File: config.mk
export PLATFORM = sky130hd
export DESIGN_NAME = cic_comp_fir7_flat
export DESIGN_NICKNAME = d
export VERILOG_FILES = /design/src/rtl/cic_comp_fir7_pkg.sv /design/src/rtl/cic_comp_fir7_if.sv /design/src/rtl/cic_comp_fir7_round_sat.sv /design/src/rtl/cic_comp_fir7.sv /design/src/flat_wrapper.sv
export SDC_FILE = /design/constraint.sdc
export NUM_CORES = 1
export LEC_CHECK = 0
export ABC_AREA = 1
export CAP_MARGIN = 10
export CORE_MARGIN = 5
export CORE_UTILIZATION = 57
export DETAILED_ROUTE_END_ITERATION = 8
export HOLD_SLACK_MARGIN = 0.05
export PLACE_DENSITY = 0.78
export SYNTH_ARGS = -nofsm -noshare
export SYNTH_HDL_FRONTEND = slang
export SYNTH_SLANG_ARGS = --single-unit
File: constraint.sdc
create_clock -name clk -period 5.8 [get_ports clk]
set_clock_uncertainty 0.1 [all_clocks]
set_input_delay 1.16 -clock clk [delete_from_list [all_inputs] [get_ports clk]]
set_output_delay 1.16 -clock clk [all_outputs]
set_load 0.01 [all_outputs]
File: src/rtl/cic_comp_fir7_pkg.sv
// Shared definitions for the CIC droop-compensation FIR.
// Holds the datapath widths, the symmetric 7-tap coefficient set,
// the FSM state encoding and a guarded coefficient lookup helper.
package cic_comp_fir7_pkg;

   localparam int unsigned W_IN   = 10;
   localparam int unsigned W_COEF = 8;
   localparam int unsigned W_ACC  = 20;
   localparam int unsigned SHIFT  = 5;
   localparam int unsigned TAPS   = 7;
   localparam int unsigned W_PROD = W_IN + W_COEF;
   localparam int unsigned W_K    = 3;

   // Sum is 32, so a >>> 5 output scaling gives unity DC gain.
   localparam logic signed [W_COEF-1:0] COEF [TAPS] = '{
      -8'sd2, 8'sd5, -8'sd14, 8'sd54, -8'sd14, 8'sd5, -8'sd2
   };

   localparam logic [1:0] StIdle = 2'd0;
   localparam logic [1:0] StMac  = 2'd1;
   localparam logic [1:0] StOut  = 2'd2;

   // Tap index is 3 bits wide; index 7 has no coefficient and reads as zero.
   function automatic logic signed [W_COEF-1:0] coef_at(input logic [W_K-1:0] k);
      coef_at = (k < W_K'(TAPS)) ? COEF[k] : '0;
   endfunction

endpackage

File: src/rtl/cic_comp_fir7_if.sv
// Sample interface of the compensation FIR.
//   x_in / x_valid   : input sample and its one-cycle strobe (from the CIC)
//   y_out / y_valid  : compensated sample and its one-cycle update pulse
//   busy             : filter is computing (not idle)
//   overrun          : sticky flag, a strobe arrived while busy and was dropped
// master drives samples in (upstream side); slave is the filter itself.
interface cic_comp_fir7_if;
   import cic_comp_fir7_pkg::*;

   logic signed [W_IN-1:0] x_in;
   logic                   x_valid;
   logic signed [W_IN-1:0] y_out;
   logic                   y_valid;
   logic                   busy;
   logic                   overrun;

   modport master (
      output x_in,
      output x_valid,
      input  y_out,
      input  y_valid,
      input  busy,
      input  overrun
   );

   modport slave (
      input  x_in,
      input  x_valid,
      output y_out,
      output y_valid,
      output busy,
      output overrun
   );

endinterface

File: src/rtl/cic_comp_fir7_round_sat.sv
// Combinational round-half-up and saturate stage.
//   acc_i : WAcc-bit signed accumulator value
//   y_o   : (acc_i + 2^(Shift-1)) >>> Shift, clipped to the WOut-bit signed range
module cic_comp_fir7_round_sat
   import cic_comp_fir7_pkg::*;
#(
   parameter int unsigned WAcc  = W_ACC,
   parameter int unsigned WOut  = W_IN,
   parameter int unsigned Shift = SHIFT
) (
   input  logic signed [WAcc-1:0] acc_i,
   output logic signed [WOut-1:0] y_o
);

   // One guard bit so adding the rounding bias can never wrap.
   localparam int unsigned WExt = WAcc + 1;
   localparam logic signed [WExt-1:0] Bias = WExt'(2 ** (Shift - 1));
   localparam logic signed [WExt-1:0] Max  = WExt'(2 ** (WOut - 1) - 1);
   localparam logic signed [WExt-1:0] Min  = ~Max;

   logic signed [WExt-1:0] biased;
   logic signed [WExt-1:0] scaled;

   always_comb begin
      biased = {acc_i[WAcc-1], acc_i} + Bias;
      scaled = biased >>> Shift;
      if (scaled > Max) begin
         y_o = Max[WOut-1:0];
      end else if (scaled < Min) begin
         y_o = Min[WOut-1:0];
      end else begin
         y_o = scaled[WOut-1:0];
      end
   end

endmodule

File: src/rtl/cic_comp_fir7.sv
// 7-tap serial-MAC FIR compensating the droop of a 3-stage, decimate-by-32 CIC.
// One multiplier is time-shared over 7 cycles per output sample.
//   clk    : fast clock shared with the CIC
//   reset  : asynchronous, active-low
//   bus    : slave side of cic_comp_fir7_if (x_in/x_valid in, y_out/y_valid/busy/overrun out)
// Timing: accept edge E0, MAC edges E1..E7 (taps 0..6), output edge E8.
module cic_comp_fir7
   import cic_comp_fir7_pkg::*;
(
   input  logic          clk,
   input  logic          reset,
   cic_comp_fir7_if.slave bus
);

   logic [1:0]              state_q, state_d;
   logic [W_K-1:0]          k_q, k_d;
   logic signed [W_ACC-1:0] acc_q, acc_d;
   logic signed [W_IN-1:0]  d_q [TAPS];
   logic signed [W_IN-1:0]  d_d [TAPS];
   logic signed [W_IN-1:0]  y_q, y_d;
   logic                    y_valid_q, y_valid_d;
   logic                    overrun_q, overrun_d;

   logic signed [W_IN-1:0]   d_sel;
   logic signed [W_COEF-1:0] c_sel;
   logic signed [W_PROD-1:0] prod;
   logic signed [W_IN-1:0]   y_rs;

   always_comb begin
      d_sel = (k_q < W_K'(TAPS)) ? d_q[k_q] : '0;
      c_sel = coef_at(k_q);
      prod  = W_PROD'(d_sel) * W_PROD'(c_sel);
   end

   cic_comp_fir7_round_sat #(
      .WAcc  (W_ACC),
      .WOut  (W_IN),
      .Shift (SHIFT)
   ) u_round_sat (
      .acc_i (acc_q),
      .y_o   (y_rs)
   );

   always_comb begin
      state_d   = state_q;
      k_d       = k_q;
      acc_d     = acc_q;
      d_d       = d_q;
      y_d       = y_q;
      y_valid_d = 1'b0;
      overrun_d = overrun_q;
      case (state_q)
         StIdle: begin
            if (bus.x_valid) begin
               for (int i = TAPS - 1; i > 0; i--) begin
                  d_d[i] = d_q[i-1];
               end
               d_d[0]  = bus.x_in;
               acc_d   = '0;
               k_d     = '0;
               state_d = StMac;
            end
         end
         StMac: begin
            acc_d = acc_q + W_ACC'(prod);
            if (k_q == W_K'(TAPS - 1)) begin
               k_d     = '0;
               state_d = StOut;
            end else begin
               k_d = k_q + W_K'(1);
            end
            // Strobes during a computation are dropped, never queued.
            if (bus.x_valid) begin
               overrun_d = 1'b1;
            end
         end
         StOut: begin
            y_d       = y_rs;
            y_valid_d = 1'b1;
            state_d   = StIdle;
            if (bus.x_valid) begin
               overrun_d = 1'b1;
            end
         end
         default: begin
            state_d = StIdle;
            k_d     = '0;
         end
      endcase
   end

   always_ff @(posedge clk or negedge reset) begin
      if (!reset) begin
         state_q   <= StIdle;
         k_q       <= '0;
         acc_q     <= '0;
         for (int i = 0; i < TAPS; i++) begin
            d_q[i] <= '0;
         end
         y_q       <= '0;
         y_valid_q <= 1'b0;
         overrun_q <= 1'b0;
      end else begin
         state_q   <= state_d;
         k_q       <= k_d;
         acc_q     <= acc_d;
         d_q       <= d_d;
         y_q       <= y_d;
         y_valid_q <= y_valid_d;
         overrun_q <= overrun_d;
      end
   end

   assign bus.y_out   = y_q;
   assign bus.y_valid = y_valid_q;
   assign bus.busy    = (state_q != StIdle);
   assign bus.overrun = overrun_q;

endmodule
File: src/flat_wrapper.sv
// flat-port wrapper written by rule: the top's interface ports become plain ports
module cic_comp_fir7_flat import cic_comp_fir7_pkg::*;
  (clk, reset, bus_x_in, bus_x_valid, bus_y_out, bus_y_valid, bus_busy, bus_overrun);
  cic_comp_fir7_if bus_i ();
  input  logic clk;
  input  logic reset;
  input wire logic [$bits(bus_i.x_in)-1:0] bus_x_in;
  input wire logic [$bits(bus_i.x_valid)-1:0] bus_x_valid;
  output wire logic [$bits(bus_i.y_out)-1:0] bus_y_out;
  output wire logic [$bits(bus_i.y_valid)-1:0] bus_y_valid;
  output wire logic [$bits(bus_i.busy)-1:0] bus_busy;
  output wire logic [$bits(bus_i.overrun)-1:0] bus_overrun;
  assign bus_i.x_in = bus_x_in;
  assign bus_i.x_valid = bus_x_valid;
  assign bus_y_out = bus_i.y_out;
  assign bus_y_valid = bus_i.y_valid;
  assign bus_busy = bus_i.busy;
  assign bus_overrun = bus_i.overrun;
  cic_comp_fir7 u_core (.clk(clk), .reset(reset), .bus(bus_i));
endmodule
======== After elaboration in Yosys (flattened, before gate mapping) ========
Memories as Yosys holds them, arrays and structs flattened.
Index checks and enable logic that the tools add are counted.
cells by class
  bitwise logic cells ..................... 2
  multipliers ............................. 1
  $lt $le $gt $ge ......................... 4
  mux-type cells .......................... 18
  equality and inequality tests ........... 5
  reductions and logical operators ........ 9
  $add $sub $neg .......................... 3
operators with widths
  kind                                                                                number
  10-bit two-way mux                                                                  5
  20-bit case mux with 2 select lines                                                 1
  10-bit binary-select mux with 3-bit select                                          1
  8-bit two-way mux                                                                   3
  20-bit by 6-bit adder with 21-bit output (second input constant)                    1
  20-bit by 18-bit adder with 20-bit output                                           1
  20-bit two-way mux                                                                  1
  10-bit by 8-bit multiplier with 18-bit output                                       1
  16-bit by 10-bit greater-than comparator with 1-bit output (second input constant)  1
  16-bit by 10-bit less-than comparator with 1-bit output (second input constant)     1
  2-bit AND reduction                                                                 5
  3-bit case mux with 3 select lines                                                  1
  3-bit two-way mux                                                                   2
  4-bit >= comparator (second input constant)                                         1
  2-bit two-way mux                                                                   2
  3-bit inverter with 4-bit output                                                    1
  2-bit case mux with 2 select lines                                                  1
  2-bit nonzero test                                                                  2
  3-bit by 1-bit adder with 3-bit output (second input constant)                      1
  3-bit equality test (second input constant)                                         1
  3-bit less-than comparator (second input constant)                                  1
  2-bit by 1-bit equality test with 1-bit output (second input constant)              1
  2-bit equality test (second input constant)                                         1
  2-bit zero test                                                                     1
  other kinds (5)                                                                     5
storage, ports and cells
  word-level logic and storage cells ...... 56
  input bits .............................. 13
  flip-flop bits (word level) ............. 107
  output and inout port bits .............. 13
  memories ................................ 1
  memory bits (read-only) ................. 64
memories
  memory            words  bits a word  rd ports  clocked after Yosys merged registers in  write ports  RTL line                 text
  (name not given)  8      8            1         0                                        0            cic_comp_fir7_pkg.sv:25  coef_at = (k < W_K'(TAPS)) ? COEF[k] : '0;

======== Depth between registers and ports, before layout ========
Gate-level depths: netlist of the first run.
  depth after elaboration ................. 8
  depth in mapped cells ................... 30
  depth with buffers taken out ............ 29

======== Hierarchy ========
From an unflattened synthesis of the first run, not the netlist that was laid out.
second synthesis, totals
  cell total of the unflattened synthesis .. 1100
  area, all modules ....................... 9078.7 um2
by module, submodules not included
  module                   area each (um2)  instances  cells each
  cic_comp_fir7            8529.4           1          996
  cic_comp_fir7_round_sat  549.3            1          104

======== Worst setup path after synthesis of the first run ========
No wires, ideal clock.
  path type ............................... register to register
  start point ............................. reg u_core.k_q[0]
  end point ............................... reg u_core.acc_q[18]
  data arrival time ....................... 5.386 ns
  setup time .............................. 0.131 ns
  setup slack ............................. 0.183 ns
  stages on the path, launching flop included .. 25
  required time ........................... 5.569 ns
  buffers on the path ..................... 1
  cells stage by stage .................... dfrtp_1 -> inv_2 -> nor2_8 -> inv_4 -> buf_6 -> o221ai_1 -> nand2_1 -> nand2_1 -> inv_2 -> nor2_2 -> inv_2 -> fa_1 -> inv_1 -> fa_1 -> inv_1 -> fa_1 -> fa_1 -> inv_1 -> ha_1 -> ha_1 -> inv_1 -> nor3_1 -> nand3_1 -> a21oi_1 -> o22ai_1
between the ends
  cells in the longest elaborated chain, start to end .. 8
ends and longest elaborated chain
  element                                                                                            RTL line                                      text
  start: declaration                                                                                 cic_comp_fir7.sv:16                           logic [W_K-1:0] k_q, k_d;
  start signal: assignment                                                                           cic_comp_fir7.sv:105                          k_q <= k_d;
  3-bit inverter with 4-bit output (implied by the code)                                             cic_comp_fir7_pkg.sv:25, cic_comp_fir7.sv:30
  memory read 8 x 8 bit / 10-bit binary-select mux with 3-bit select (equally long branches)         -
  8-bit two-way mux (implied by the code) / 10-bit two-way mux (equally long branches) (2 in a row)  cic_comp_fir7_pkg.sv:25, cic_comp_fir7.sv:30
  8-bit two-way mux / 10-bit two-way mux (equally long branches)                                     cic_comp_fir7_pkg.sv:25, cic_comp_fir7.sv:30
  10-bit by 8-bit multiplier with 18-bit output (*)                                                  cic_comp_fir7.sv:32                           prod = W_PROD'(d_sel) * W_PROD'(c_sel);
  20-bit by 18-bit adder with 20-bit output (*)                                                      cic_comp_fir7.sv:65                           acc_d = acc_q + W_ACC'(prod);
  20-bit case mux with 2 select lines (*)                                                            cic_comp_fir7.sv:52                           case (state_q)
  end signal: assignment                                                                             cic_comp_fir7.sv:96                           acc_q <= '0;
  end signal: assignment                                                                             cic_comp_fir7.sv:106                          acc_q <= acc_d;
  end: declaration                                                                                   cic_comp_fir7.sv:17                           logic signed [W_ACC-1:0] acc_q, acc_d;
Mark *: on every way between the ends. The rest lies on a longest branch, timed or not. The select of a mux whose other input is x is not followed.
A chain may end at the register's enable or synchronous reset.

======== Worst setup path after layout of the first run ========
  start point ............................. reg u_core.k_q[1]
  end point ............................... reg u_core.acc_q[9]
The elaborated chain is that of the path after synthesis.

==> results of run 1 <==
flip-flops by register name (all words and copies together) (netlist names):
register and flops:
u_core.acc_q 20, u_core.bus.overrun 1, u_core.bus.y_out 10, u_core.bus.y_valid 1, u_core.d_q 70, u_core.k_q 3
u_core.state_q 2
what timing repair did:
action	in CTS	in global routing
setup buffers	0	9
setup endpoints to repair	2	10
gates cloned	0	0
gates resized for setup	2	41
pin swaps	0	5
routing by layer:
layer / share of wire [%] / wire [µm]
met5: 0 / 0
met4: 2.4 / 470
met3: 7.2 / 1400
met2: 46 / 9040
met1: 44 / 8630
worst register-to-register path, delay by kind of cell, from the launching register on:
| kind | cells | cell delay [ns] |
|---|---|---|
| AO/OA/AOI/OAI | 6 | 0.70 |
| adder cells (fa/ha/maj) | 6 | 2.62 |
| buffers and inverters | 9 | 0.84 |
| flip-flops | 1 | 0.37 |
| AND/OR/NAND/NOR | 8 | 0.92 |
worst max-delay path by stage:
stage                     slack [ns]                      start  cells after the start                      endpoint
after floorplan                 0.18  u_core.k_q[0]$_DFFE_PN0P_                     24  u_core.acc_q[18]$_DFFE_PN0P_
after global placement          0.12  u_core.k_q[0]$_DFFE_PN0P_                     25  u_core.acc_q[14]$_DFFE_PN0P_
after detailed placement       -0.03  u_core.k_q[0]$_DFFE_PN0P_                     25  u_core.acc_q[14]$_DFFE_PN0P_
after CTS                      0.002  u_core.k_q[0]$_DFFE_PN0P_                     26  u_core.acc_q[14]$_DFFE_PN0P_
after global routing           -0.12  u_core.k_q[1]$_DFFE_PN0P_                     29   u_core.acc_q[9]$_DFFE_PN0P_
final                           0.19  u_core.k_q[1]$_DFFE_PN0P_                     29   u_core.acc_q[9]$_DFFE_PN0P_
through the flow:
stage	TNS (ns)	instances	area (µm²)	hold slack, ns	util (%)
global route	-0.336	1305	9990	0.408	65.7
floorplan	0	1070	8860	0.353	-
global placement	0	1281	9430	0.345	62.0
finish	0	1305	9990	0.373	65.7
detailed placement	-0.0445	1281	9430	0.354	62.0
CTS	0	1296	9730	0.373	64.0
kinds of logic after synthesis:
| group | after synthesis | share of synthesized area [%] |
|---|---|---|
| flip-flops | 107 | 30.2 |
| AO/OA/AOI/OAI | 184 | 12.0 |
| AND/OR/NAND/NOR | 362 | 16.8 |
| XOR/XNOR | 13 | 1.28 |
| adder cells (fa/ha/maj) | 144 | 28.4 |
| buffers and inverters | 260 | 11.3 |
layout make-up:
cell class	instances	area, µm²
clock buffer	9	225
clock inverter	6	73.8
fill	1210	5210
inverter	230	880
multi-input combinational	703	5370
sequential	107	2680
tap	188	235
timing repair buffer	62	531
synth_stat cells (2+ instances only):
library cell,n,area (µm²)
nand2_1,255,957
inv_1,206,773
o21ai_0,109,546
dfrtp_1,107,2680
fa_1,95,1900
nor2_1,57,214
ha_1,49,613
o22ai_1,28,175
clkbuf_1,22,82.6
inv_2,22,82.6
a21oi_1,20,100
nand3_1,19,95.1
nor2_2,12,75.1
xor2_1,10,87.6
nand2_2,7,43.8
o221ai_2,6,90.1
o21ai_1,5,25.0
a21o_1,4,30.0
nand4_1,4,25.0
o221ai_1,4,35.0
buf_2,3,15.0
xnor2_1,3,26.3
a21boi_0,2,15.0
a22o_1,2,17.5
buf_4,2,15.0
buf_6,2,22.5
nor2_4,2,22.5
nor3_1,2,10.0
==> results.sh, run 1 <==
export IMPL_synthArstFlopShare_pct=100
export IMPL_rr_worst_depth=29
export IMPL_yosysSeqAreaShare_pct=30.2
export IMPL_endpoint_kind="register"
export IMPL_antenna_cells=0
export IMPL_synth_flop_cell="dfrtp_1"
export IMPL_rr_startpoint="u_core.k_q[1]$_DFFE_PN0P_"
export IMPL_tritoncts="built"
export IMPL_outcome="finished, final reports clean"
export IMPL_hold_viol_final=0
export IMPL_initial_core_util_pct=58.3
export IMPL_fin_crit_ns=5.61
export IMPL_grt_pass1_wl_um=33500
export IMPL_dp_slack_ns=-0.0328
export IMPL_finalSetupViolCount=0
export IMPL_fmax_mhz=178
export IMPL_clk_path_buf_depth=2
export IMPL_final_nets=1270
export IMPL_use_met2_pct=35.4
export IMPL_yosysWarnings=0
export IMPL_syn_avg_cell_area_um2=8.28
export IMPL_crit_fanout=11
export IMPL_hold_path_end="u_core.bus.overrun$_DFFE_PN0P_"
export IMPL_slowest_stage="fa_1"
export IMPL_syn_to_final_growth_pct=12.7
export IMPL_avgRoutedWirePerCell_um=15.0
export IMPL_ys_types=39
export IMPL_grt_max_degree=124
export IMPL_worstMarginPinSlew_ns=1.01
export IMPL_via_count=7001
export IMPL_cp_required_ns=5.97
export IMPL_cts_sinks=107
export IMPL_r2r_end="u_core.acc_q[9]$_DFFE_PN0P_"
export IMPL_first_pass_iters=6
export IMPL_critPathTopFamily="adder cells"
export IMPL_synth_edf_count=0
export IMPL_synthesis_nets=1227
export IMPL_cts_hold_buf=0
export IMPL_core_um2=15200
export IMPL_grt_use_total_pct=23.1
export IMPL_cap_viol_max_count=0
export IMPL_rows=45
export IMPL_grt_busiest_layer="met2"
export IMPL_cts_root_buf="clkbuf_16"
export IMPL_setup_slack_ns=0.187
export IMPL_synth_area_um2=8860
export IMPL_path_clk_slew_ns=0.07
export IMPL_slew_viol_final=0
export IMPL_fin_crit_sh_pct=96.8
export IMPL_met1_usage_pct=33.4
export IMPL_drive_above_1_share_pct=12.1
export IMPL_htree_levels=3
export IMPL_grt_util_met3_pct=5.29
export IMPL_arrival_ns=5.79
export IMPL_hold_depth=1
export IMPL_layout_commonest_cell="nand2_1"
export IMPL_crit_path_max_incr_delay_ns=0.50
export IMPL_path_buf_inv=9
export IMPL_drtIter0Drc=641
export IMPL_ys_ff_latch=107
export IMPL_die_area_um2=18100
export IMPL_worstHoldStart="u_core.bus.overrun$_DFFE_PN0P_"
export IMPL_critPathKind="register to register"
export IMPL_hold_path_class="register to register"
export IMPL_die_width_um=135
export IMPL_dp_hpwl_um=14800
export IMPL_io_pins=26
export IMPL_port_buffer_count=25
export IMPL_antenna_found_initial=0
export IMPL_crit_path_start_kind="register"
export IMPL_routed_wl_um=19500
export IMPL_clock_latency_ns=0.36
export IMPL_maxSlewHeadroom_pct=32.8
export IMPL_grt_pass1_vias=6942
export IMPL_final_cell_mix="nand2_1, inv_1, dfrtp_1"
export IMPL_die_h_um=135
export IMPL_antenna_left=0
export IMPL_drc_errors=0
export IMPL_syn_instance_count=1070
export IMPL_place_congestion=0.909
export IMPL_cts_inserted_buffers=9
export IMPL_grt_overflow_total=0
export IMPL_via_per_inst=5.36
export IMPL_rrSetupSlack_ns=0.19
Power of run 1 is not shown: default switching activity piles up to over one toggle a cycle in this logic, so the estimate is an artifact.
==> run 2: changes to the inputs <==
--- a/config.mk
+++ b/config.mk
@@ -12,6 +12,7 @@
 export DETAILED_ROUTE_END_ITERATION = 8
 export HOLD_SLACK_MARGIN = 0.05
 export PLACE_DENSITY = 0.78
+export RECOVER_POWER = 100
 export SYNTH_ARGS = -nofsm -noshare
 export SYNTH_HDL_FRONTEND = slang
 export SYNTH_SLANG_ARGS = --single-unit
==> run 2 against run 1 <==
  * The run now ends with max-capacitance violations, max-slew violations left
  * First-iteration DRC count rose by 8.9%
  * Sequential share of layout area is 0.054 points higher
  * Fmax is 0.43% higher
  * Via count down 0.31%
  * Worst hold slack got worse by 0.0061 ns
  * Non-clock buffer count unchanged
  * Sequential cell count did not move
  * Critical path type unchanged
==> results.sh, run 2 (same netlist as run 1, synthesis figures left out) <==
export IMPL_outcome="complete, but fails checks"
export IMPL_violations="max-capacitance violations, max-slew violations"
export IMPL_initial_core_util_pct=58.3
export IMPL_largest_reg_flops=70
export IMPL_dp_hpwl_um=14800
export IMPL_wl_met3_um=1400
export IMPL_cts_hold_buf=0
export IMPL_drc_errors=0
export IMPL_grt_pass1_wl_um=33500
export IMPL_grt_pass1_vias=6942
export IMPL_crit_path_start_kind="register"
export IMPL_slew_viol_final=53
export IMPL_core_um2=15200
export IMPL_place_congestion=0.909
export IMPL_die_area_um2=18100
export IMPL_syn_to_final_growth_pct=12.5
export IMPL_path_clk_slew_ns=0.07
export IMPL_die_width_um=135
export IMPL_cts_root_buf="clkbuf_16"
export IMPL_tritoncts="built"
export IMPL_hold_viol_final=0
export IMPL_fin_crit_sh_pct=96.4
export IMPL_cts_sinks=107
export IMPL_drive_above_1_share_pct=11.7
export IMPL_antenna_left=0
export IMPL_avgRoutedWirePerCell_um=15.0
export IMPL_routed_wl_um=19600
export IMPL_setup_slack_ns=0.210
export IMPL_first_pass_iters=5
export IMPL_fmax_mhz=179
export IMPL_slowest_stage="fa_1"
export IMPL_finish_utilization_pct=65.6
export IMPL_grt_use_total_pct=23.1
export IMPL_rows=45
export IMPL_final_area_um2=9970
export IMPL_finalSetupViolCount=0
export IMPL_final_cell_mix="nand2_1, inv_1, o21ai_0, dfrtp_1, fa_1"
export IMPL_antenna_cells=0
export IMPL_htree_levels=3
export IMPL_worstMarginPinSlew_ns=2.85
export IMPL_layout_commonest_cell="nand2_1"
export IMPL_cp_required_ns=5.98
export IMPL_grt_overflow_total=0
export IMPL_hold_path_class="register to register"
export IMPL_highest_layer="met4"
export IMPL_antenna_found_initial=0
export IMPL_clk_path_buf_depth=2
export IMPL_port_buffer_count=25
export IMPL_seq_area_um2=2680
export IMPL_grt_max_degree=124
export IMPL_multiInputGateArea_um2=5360
export IMPL_fin_crit_ns=5.59
export IMPL_endpoint_kind="register"
export IMPL_cts_inserted_buffers=9
export IMPL_dpl_cell_area_um2=9430
export IMPL_crit_fanout=11
export IMPL_drtIter0Drc=698
export IMPL_fill_cells=1213
export IMPL_maxSlewHeadroom_pct=-90.3
export IMPL_holdWs_ns=0.367
export IMPL_io_pins=26
export IMPL_via_per_inst=5.35
export IMPL_largest_register="u_core.d_q"
export IMPL_arrival_ns=5.77
export IMPL_dp_slack_ns=-0.0328
export IMPL_wl_met1_um=8670
export IMPL_via_count=6979
export IMPL_clock_latency_ns=0.36
export IMPL_die_h_um=135
export IMPL_final_nets=1270
export IMPL_met2_length_um=9040
export IMPL_cap_viol_max_count=1
export IMPL_crit_path_max_incr_delay_ns=0.50
export IMPL_critPathKind="register to register"
## run 2: changes by cell type in the layout (fill, tap and decap cells not counted), moves of 2 or more
cell / delta
buf_4: -3
clkbuf_1: +2
clkdlybuf4s50_1: -14
dlygate4sd3_1: +14
## run 2: routing by layer
layer / global-route usage (%) / vias up
met3: 5.29 / 42
met4: 6.17 / 0
li1: - / 3374
met1: 33.4 / 3321
met2: 35.4 / 242
met5: 0 / -
## run 2: worst max-delay path, delay by kind of cell, from the launching register on
kind	cells	cell delay, ns
fa+ha+maj	6	2.62
simple gates	8	0.91
buf+inv	9	0.83
compound gates	6	0.70
flops	1	0.37
## run 2: layout make-up
type	instances	area share, %
clock inverter	6	0.741
timing repair buffer	62	5.22
sequential	107	26.9
multi-input combinational	703	53.7
inverter	230	8.82
clock buffer	9	2.26
tap	188	2.36
## run 2: path summary, 6_finish.rpt
kind	slack [ns]	cells after the start	endpoint	start
min in group asynchronous	1.61	1	u_core.d_q[61]$_DFFE_PN0P_	reset
min reg2reg	0.37	1	u_core.bus.overrun$_DFFE_PN0P_	u_core.bus.overrun$_DFFE_PN0P_
max in group asynchronous	1.48	2	u_core.k_q[2]$_DFFE_PN0P_	reset
max reg2reg	0.21	29	u_core.acc_q[9]$_DFFE_PN0P_	u_core.k_q[1]$_DFFE_PN0P_
max	0.21	29	u_core.acc_q[9]$_DFFE_PN0P_	u_core.k_q[1]$_DFFE_PN0P_
min	0.37	1	u_core.bus.overrun$_DFFE_PN0P_	u_core.bus.overrun$_DFFE_PN0P_
## run 2: through the flow
step,TNS [ns],std cells
2_1_floorplan,0,1070
3_3_place_gp,0,1281
3_5_place_dp,-0.0445,1281
4_1_cts,0,1296
5_1_grt,-0.336,1305
6_report,0,1305
## run 2: repair_timing
item                                   CTS  global route
buffers inserted                         0             9
resized for setup                        2            41
pin swaps                                0             5
endpoints found under the hold margin    0             0
setup endpoints to repair                2            10
Power of run 2 is left out for the same reason.
==> run 3: changes to the inputs <==
--- a/config.mk
+++ b/config.mk
@@ -10,6 +10,7 @@
 export CORE_MARGIN = 5
 export CORE_UTILIZATION = 57
 export DETAILED_ROUTE_END_ITERATION = 8
+export GPL_ROUTABILITY_DRIVEN = 0
 export HOLD_SLACK_MARGIN = 0.05
 export PLACE_DENSITY = 0.78
 export RECOVER_POWER = 100
==> results of run 3 <==
The final DEF is identical to that of run 2; final timing and power are the same.
Power of run 3 is left out for the same reason.
